### src/rtl/uart_pkg.sv
// rtl/uart_pkg.sv - shared UART encodings, baud table and divisor helpers
package uart_pkg;

  localparam int unsigned BAUD_RATES [16] = '{
    200, 300, 600, 1200, 1800, 2400, 4800, 9600,
    19200, 28800, 38400, 57600, 76800, 115200, 230400, 460800
  };

  typedef enum logic [2:0] {
    IDLE   = 3'b000,
    START  = 3'b001,
    DATA   = 3'b010,
    PARITY = 3'b011,
    STOP1  = 3'b100,
    STOP2  = 3'b101
  } tnsm_state_t;

  typedef enum logic [1:0] {
    FS_5 = 2'b00,
    FS_6 = 2'b01,
    FS_7 = 2'b10,
    FS_8 = 2'b11
  } frame_size_t;

  typedef enum logic [1:0] {
    PAR_NONE  = 2'b00,
    PAR_EVEN  = 2'b01,
    PAR_ODD   = 2'b10,
    PAR_NONE3 = 2'b11
  } parity_t;

  function automatic int unsigned baud_div(input int unsigned clk_freq, input logic [3:0] sel);
    return clk_freq / BAUD_RATES[sel];
  endfunction

  // Keeps only the low 5..8 bits that belong to the configured frame.
  function automatic logic [7:0] frame_mask(input logic [1:0] fs);
    return 8'hFF >> (2'd3 - fs);
  endfunction

endpackage

### src/rtl/uart_baud_tick.sv
// rtl/uart_baud_tick.sv - divisor-load bit-period counter producing bit_tick
module uart_baud_tick #(
  parameter int CNT_W = 18
) (
  input  logic             clk,
  input  logic             arst_n,
  input  logic             restart,
  input  logic             run,
  input  logic [CNT_W-1:0] div,
  output logic             bit_tick
);

  logic [CNT_W-1:0] cnt;

  assign bit_tick = run && (cnt == div - CNT_W'(1));

  always_ff @(posedge clk) begin
    if (!arst_n || restart || !run) begin
      cnt <= '0;
    end else if (bit_tick) begin
      cnt <= '0;
    end else begin
      cnt <= cnt + CNT_W'(1);
    end
  end

endmodule

### src/rtl/uart_peer_tx.sv
// rtl/uart_peer_tx.sv - UART frame transmitter driving the rx pin of a peer uart_ip
module uart_peer_tx
  import uart_pkg::*;
#(
  parameter int   CLK_FREQ   = 50000000,
  parameter logic IDLE_LEVEL = 1'b1
) (
  input  logic       clk,
  input  logic       arst_n,
  input  logic       enable,
  input  logic [3:0] baud_sel,
  input  logic [1:0] frame_size,
  input  logic [1:0] parity_type,
  input  logic       stop_type,
  input  logic [7:0] tx_data,
  input  logic       tx_valid,
  output logic       tx_ready,
  output logic       tx,
  output logic       busy,
  output logic       tx_done
);

  localparam int CNT_W = $clog2(CLK_FREQ / 200);

  tnsm_state_t      state_q, state_d;
  logic [2:0]       bit_idx_q, bit_idx_d;
  logic [7:0]       data_q;
  logic [1:0]       fs_q;
  parity_t          par_q;
  logic             stop_q;
  logic [CNT_W-1:0] div_q;
  logic             done_q, done_d;
  logic             tx_q, tx_d;
  logic             bit_tick;
  logic             accept;
  logic [2:0]       last_idx;
  logic             has_par;
  logic             par_bit;

  assign tx_ready = (state_q == IDLE) && enable && !done_q && arst_n;
  assign accept   = tx_valid && tx_ready;
  assign busy     = (state_q != IDLE);
  assign tx       = tx_q;
  assign tx_done  = done_q;
  assign last_idx = 3'd4 + {1'b0, fs_q};
  assign has_par  = (par_q == PAR_EVEN) || (par_q == PAR_ODD);
  // data_q is stored already masked, so the reduction covers only sent bits.
  assign par_bit  = (par_q == PAR_ODD) ? ~^data_q : ^data_q;

  uart_baud_tick #(.CNT_W(CNT_W)) u_baud_tick (
    .clk      (clk),
    .arst_n   (arst_n),
    .restart  (accept),
    .run      (busy),
    .div      (div_q),
    .bit_tick (bit_tick)
  );

  always_comb begin
    state_d   = state_q;
    bit_idx_d = bit_idx_q;
    done_d    = 1'b0;
    if (!enable) begin
      state_d   = IDLE;
      bit_idx_d = '0;
    end else begin
      case (state_q)
        IDLE: if (accept) begin
          state_d   = START;
          bit_idx_d = '0;
        end
        START: if (bit_tick) state_d = DATA;
        DATA: if (bit_tick) begin
          if (bit_idx_q == last_idx) begin
            state_d   = has_par ? PARITY : STOP1;
            bit_idx_d = '0;
          end else begin
            bit_idx_d = bit_idx_q + 3'd1;
          end
        end
        PARITY: if (bit_tick) state_d = STOP1;
        STOP1: if (bit_tick) begin
          if (stop_q) begin
            state_d = STOP2;
          end else begin
            state_d = IDLE;
            done_d  = 1'b1;
          end
        end
        STOP2: if (bit_tick) begin
          state_d = IDLE;
          done_d  = 1'b1;
        end
        default: state_d = IDLE;
      endcase
    end
  end

  // tx is registered from the next state so it changes on the same edge as the state.
  always_comb begin
    tx_d = IDLE_LEVEL;
    case (state_d)
      START:        tx_d = 1'b0;
      DATA:         tx_d = data_q[bit_idx_d];
      PARITY:       tx_d = par_bit;
      STOP1, STOP2: tx_d = 1'b1;
      default:      tx_d = IDLE_LEVEL;
    endcase
  end

  always_ff @(posedge clk) begin
    if (!arst_n) begin
      state_q   <= IDLE;
      bit_idx_q <= '0;
      data_q    <= '0;
      fs_q      <= '0;
      par_q     <= PAR_NONE;
      stop_q    <= 1'b0;
      div_q     <= '0;
      done_q    <= 1'b0;
      tx_q      <= IDLE_LEVEL;
    end else begin
      state_q   <= state_d;
      bit_idx_q <= bit_idx_d;
      done_q    <= done_d;
      tx_q      <= tx_d;
      if (accept) begin
        data_q <= tx_data & frame_mask(frame_size);
        fs_q   <= frame_size;
        par_q  <= parity_t'(parity_type);
        stop_q <= stop_type;
        div_q  <= CNT_W'(baud_div(CLK_FREQ, baud_sel));
      end
    end
  end

endmodule

### config.mk
export PLATFORM = sky130hd
export DESIGN_NAME = uart_peer_tx
export DESIGN_NICKNAME = d
export VERILOG_FILES = /design/src/rtl/uart_pkg.sv /design/src/rtl/uart_baud_tick.sv /design/src/rtl/uart_peer_tx.sv
export SDC_FILE = /design/constraint.sdc
export NUM_CORES = 1
export LEC_CHECK = 0
export CORE_ASPECT_RATIO = 1.4
export CORE_UTILIZATION = 45
export CTS_BUF_LIST = sky130_fd_sc_hd__clkbuf_16
export DETAILED_ROUTE_END_ITERATION = 6
export PLACE_DENSITY = 0.7
export SLEW_MARGIN = 20
export SYNTH_ARGS = -nofsm -noshare
export SYNTH_HDL_FRONTEND = slang
export SYNTH_SLANG_ARGS = --single-unit
### constraint.sdc
create_clock -name clk -period 258.9 [get_ports clk]
set_input_delay 51.78 -clock clk [delete_from_list [all_inputs] [get_ports clk]]
set_output_delay 51.78 -clock clk [all_outputs]
set_load 0.05 [all_outputs]
=== Word-level counts from Yosys, hierarchy flattened ===
Memory sizes are Yosys's and may differ from the RTL's.
Index checks and enable logic that the tools add are counted.

* Flip-flop bits (word level): 57
* Bits in latches: 0
* RAM bits: 0
* Bits in read-only memories: 512
* Bits of input ports: 21
* Output and inout bits: 4
* Memories kept: 1

{| class="wikitable"
|+ Memories
! name !! words !! bits a word !! read ports !! clocked after memory_dff !! write ports !! line !! source
|-
| (name not given) || 16 || 32 || 1 || 0 || 0 || uart_pkg.sv:33 || <nowiki>return clk_freq / BAUD_RATES[sel];</nowiki>
|}

* Add/subtract/negate cells: 5
* Multiply operators: 0
* Div/mod/pow operators: 1
* Order comparisons: 2
* Equality and inequality tests: 12
* Shift operators: 1
* Mux-type cells: 26
* Bitwise gates (word level): 2
* Reduce and logical (&&, ||, !) cells: 17

{| class="wikitable"
|+ Operators by type and width
! cell !! number
|-
| $mux W32 || 2
|-
| $mux W3 || 14
|-
| $div A26 B32 Y32 const A || 1
|-
| $add A18 B1 Y18 const B || 1
|-
| $eq A18 B18 Y1 || 1
|-
| $pmux W3 S6 || 1
|-
| $sub A18 B1 Y18 const B || 1
|-
| $eq A3 B2 Y1 const B || 4
|-
| $and A8 B8 Y8 || 1
|-
| $reduce_xnor A8 Y1 || 1
|-
| $reduce_xor A8 Y1 || 1
|-
| $shr A8 B2 Y8 const A || 1
|-
| $eq A3 B1 Y1 const B || 2
|-
| $eq A3 B3 Y1 const B || 2
|-
| $pmux W3 S2 || 1
|-
| $ge A5 B5 Y1 const B || 1
|-
| $logic_and A1 B1 Y1 || 5
|-
| $mux W1 || 5
|-
| $not A4 Y5 || 1
|-
| $lt A3 B4 Y1 const B || 1
|-
| $add A3 B1 Y3 const B || 1
|-
| $add A3 B2 Y3 const A || 1
|-
| $bmux W1 S3 || 1
|-
| $eq A3 B3 Y1 || 1
|-
| 11 further kinds || 15
|}

=== Depth between registers and ports, before layout ===
* Word-level depth: 11
* Depth in mapped cells: 403

=== Modules after synthesis ===
Synthesis repeated with hierarchy kept, for this count alone.

* Cell total of the unflattened synthesis: 3635
* Area, all modules: 25599.6 µm²

{| class="wikitable"
|+ By module, submodules not included
! module !! instances !! cells each !! area each (µm²) !! sequential area each (µm²)
|-
| uart_peer_tx || 1 || 3459 || 24120.6 || 780.7
|-
| uart_baud_tick || 1 || 176 || 1478.9 || 360.3
|}

=== Worst setup path after synthesis ===
No wires, ideal clock.

* Path type: input port to flip-flop
* From: input port baud_sel[1]
* To: register div_q[0]
* Library setup time: 0.081 ns
* Data arrival time: 125.689 ns
* Required time: 258.819 ns
* Slack: 133.131 ns
* Stages: 376
* Cells stage by stage: clkbuf_1 -> inv_1 -> ha_1 -> nor2b_1 -> o31ai_1 -> or3b_1 -> or3_1 -> buf_2 -> clkbuf_1 -> buf_1 -> nor3_1 -> ha_1 -> a21oi_2 -> o211a_1 -> nor2_1 -> nor2_1 -> ha_1 -> a21o_1 -> (+340 left out) -> a21o_1 -> a21o_1 -> a21o_1 -> a21o_1 -> a21oi_1 -> nand3_1 -> a2111oi_4 -> nand3_2 -> buf_2 -> nor2_1 -> a21oi_2 -> ha_1 -> nand4_1 -> or2_2 -> or3_1 -> a31oi_1 -> o2111ai_1 -> a41oi_1

* Cells in the longest elaborated chain, start to end: 5

{| class="wikitable"
|+ Ends and longest elaborated chain
! element !! line !! source
|-
| from (decl) || uart_peer_tx.sv:11 || <nowiki>input logic [3:0] baud_sel,</nowiki>
|-
| $not A4 Y5 (implied by the code) || uart_pkg.sv:33 ||
|-
| $mem_v2 Z16 W32 || -- ||
|-
| $mux W32 (implied by the code) (2 in series) || uart_pkg.sv:33 ||
|-
| $div A26 B32 Y32 || uart_pkg.sv:33 ||
|-
| to (signal assigned) || uart_peer_tx.sv:132 || <nowiki>div_q <= CNT_W'(baud_div(CLK_FREQ, baud_sel));</nowiki>
|-
| to (decl) || uart_peer_tx.sv:31 || <nowiki>logic [CNT_W-1:0] div_q;</nowiki>
|}

No other way between the ends. The select of a mux whose other input is x is not followed.
A chain may end at the register's enable or synchronous reset.

=== Final worst setup path ===
Same ends and word-level chain as after synthesis.

==> results.yml <==
detailed_routing:
  first_pass_iters: 6
  wl_per_cell_um: 19.2
  wl_um: 86200
  drt_iter0_drc: 1929
  drt_drc_violations_left: 0
  via_per_inst: 6.37
  antenna_left: 0
  vias: 28566
flow_run:
  cap_violations: 0
global_route:
  grt_usage_pct: 28.2
  grt_antenna_before_repair: 0
  grt_pass1_wl_um: 136000
  grt_max_degree: 46
  grt_pass1_vias: 27417
  grt_overflow_total: 0
cts:
  post_cts_resized: 0
  cts_inserted_buffers: 9
  cts_tree: "built"
  cts-root-buf: "clkbuf_16"
  clk_pin_slew_ns: 0.06
  max-clock-path-buffers: 2
  cts_hold_buffers: 0
  clock_sinks: 57
  htree_levels: 3
  worstSkewPairLatency_ns: 0.34
  cts_setup_buffers: 0
floorplanning:
  die_w_um: 206
  fp.dieH_um: 287
  io_pins: 25
  rows: 104
  initial_utilization_pct: 45.5
  core_mm2: 0.0575
  dieArea_mm2: 0.0592
worst_setup_path:
  cp-start-kind: "input port"
  crit_type: "in2reg"
  cp_max_fo: 37
  crit_path_frequent_cell: "o21ai_0"
  arrival_ns: 135.15
  max_stage_delay_ns: 0.86
  cp_slowest_cell: "nor3_1"
  cp-end-kind: "flip-flop"
  required_ns: 259.16
yosys:
  synth_seq_cells: 57
  synth-edff-count: 0
  synthFlopType: "dfxtp_1"
  avgSynthCellArea_um2: 6.93
  synthesis.nets: 4157
  yosysSeqAreaShare_pct: 4.36
  synth_area_mm2: 0.0262
  synthCells: 3778
  synthArstFlopShare_pct: 0
  synth_cell_types: 130
  yosysWarnings: 0
timing:
  fin_crit_ns: 134.89
  tightest_slew_ns: 1.16
  min_period_over_period_pct: 52.1
  slew_headroom_pct: 22.2
  max_clock_freq_ghz: 0.00741
  drv_slew: 0
  setup_tns_ns: 0
  rsz0062_at_grt: "false"
  setup_viol: 0
  setup_ws_ns: 124.01
  skew_ns: 0.0168
  finalHoldViolCount: 0
layout:
  syn2layout_area_growth_pct: 5.18
  antennaDiodeCount: 0
  layout-drive-gt1-share_pct: 7.27
  final_cell_area_mm2: 0.0276
  layoutNonFillerInstCount: 4482
  nNetsFinal: 4114
placement:
  place_inst: 4466
  place_ws_ns: 125.14
  dpl.hpwl_um: 66700
  gp_congestion: 0.982
  place_area_mm2: 0.0272
  io_buffers: 24
run_status:
  status: "finished clean"
worst_hold_path:
  hold_path_class: "reg2reg"
-- critical path, delay by kind of cell --
kind                       cells  cell delay, ns
AOI/OAI and AO/OA            193           43.20
xor gates and xnor gates       1            0.19
adders and majority gates     29            9.57
buffers and inverters         11            2.57
muxes                          4            1.42
and+or+nand+nor              113           26.25
-- synth_stat cells (28+ instances only) --
master / instances / area share [%]
a211oi_1: 49 / 1.4
a21o_1: 112 / 3.2
a21oi_1: 373 / 7.1
a31oi_1: 36 / 0.86
and2_1: 42 / 1.0
and3_1: 30 / 0.72
clkbuf_1: 75 / 1.1
dfxtp_1: 57 / 4.4
ha_1: 356 / 17
inv_1: 119 / 1.7
mux2_2: 78 / 3.4
mux2i_1: 36 / 1.4
nand2_1: 338 / 4.8
nand2b_1: 66 / 1.6
nand3_1: 101 / 1.9
nand4_1: 46 / 1.1
nor2_1: 419 / 6.0
nor2b_1: 45 / 1.1
nor3_1: 122 / 2.3
nor4_1: 28 / 0.67
o211ai_1: 33 / 0.95
o21a_1: 101 / 2.9
o21ai_0: 220 / 4.2
o21bai_1: 35 / 1.0
o31ai_1: 52 / 1.5
or3_1: 46 / 1.1
xnor2_1: 181 / 6.1
xor2_1: 97 / 3.2
-- registers in the layout, indices dropped and copies added (netlist names) --
| signal | cells |
|---|---|
| stop_q | 1 |
| u_baud_tick.cnt | 18 |
| tx_done | 1 |
| bit_idx_q | 3 |
| state_q | 3 |
| div_q | 18 |
| par_q | 2 |
| data_q | 8 |
| fs_q | 2 |
| tx | 1 |
-- cells by family after synthesis --
| kind of cell | Yosys count | synth area share, % |
|---|---|---|
| and+or+nand+nor | 1421 | 26.8 |
| AOI/OAI and AO/OA | 1304 | 33.5 |
| adders and majority gates | 358 | 17.2 |
| xor gates and xnor gates | 281 | 9.48 |
| buffers and inverters | 234 | 3.63 |
| muxes | 122 | 5.13 |
| DFF | 57 | 4.36 |
| other | 1 | 0.0143 |
-- cells in the final DEF (no fill, tap or decap), types with 23 or more instances in the layout --
cell type | netlist | routed
clkdlybuf4s50_1 | 0 | 23
dfxtp_1 | 57 | 57
nor2_1 | 419 | 416
a21oi_1 | 373 | 373
nor3_1 | 122 | 121
o21a_1 | 101 | 101
nand4_1 | 46 | 46
xor2_1 | 97 | 97
nand2_1 | 338 | 337
or2_2 | 27 | 27
o31ai_1 | 52 | 51
a21boi_0 | 23 | 23
inv_1 | 119 | 120
o21ai_1 | 24 | 24
buf_4 | 1 | 33
o211ai_1 | 33 | 33
nand3_1 | 101 | 100
a31oi_1 | 36 | 35
a21o_1 | 112 | 112
ha_1 | 356 | 356
xnor2_1 | 181 | 181
mux2_2 | 78 | 78
a211oi_1 | 49 | 49
nand2b_1 | 66 | 66
or3_1 | 46 | 46
and3_1 | 30 | 30
mux2i_1 | 36 | 35
nor4_1 | 28 | 28
o21ai_0 | 220 | 219
and2_1 | 42 | 41
nor2b_1 | 45 | 45
o21bai_1 | 35 | 35
-- layout make-up --
cell class,count,area (um^2)
Clock buffer,9,225
Clock inverter,7,110
Fill cell,5862,30000
Inverter,123,462
Multi-Input combinational cell,3487,24200
Sequential cell,57,1140
Tap cell,742,928
Timing Repair Buffer,57,483
-- final timing paths --
check / start / endpoint / slack [ns] / cells after the start
max: baud_sel[1] / div_q[0] / 124.01 / 351
min: par_q[0] / par_q[0] / 0.46 / 2
max reg2reg: div_q[3] / tx / 254.52 / 17
min reg2reg: par_q[0] / par_q[0] / 0.46 / 2
-- through the flow --
stage               utilization, %  hold slack (ns)
finish                        47.9            0.456
global route                  47.9            0.486
CTS                           47.9            0.460
detailed placement            47.3            0.452
global placement              47.3            0.451
floorplan                        -            0.436
-- routing by layer --
metal,part of all wire [%],wire [um],track usage [%]
met5,0,0,0
met4,6.3,5450,17.3
met3,5.2,4460,2.99
met2,48,41700,51.2
met1,40,34600,31.0
Power is left out: the tool's default activity adds up to more than one toggle a clock period on the data nets, which glitch-free logic cannot reach.
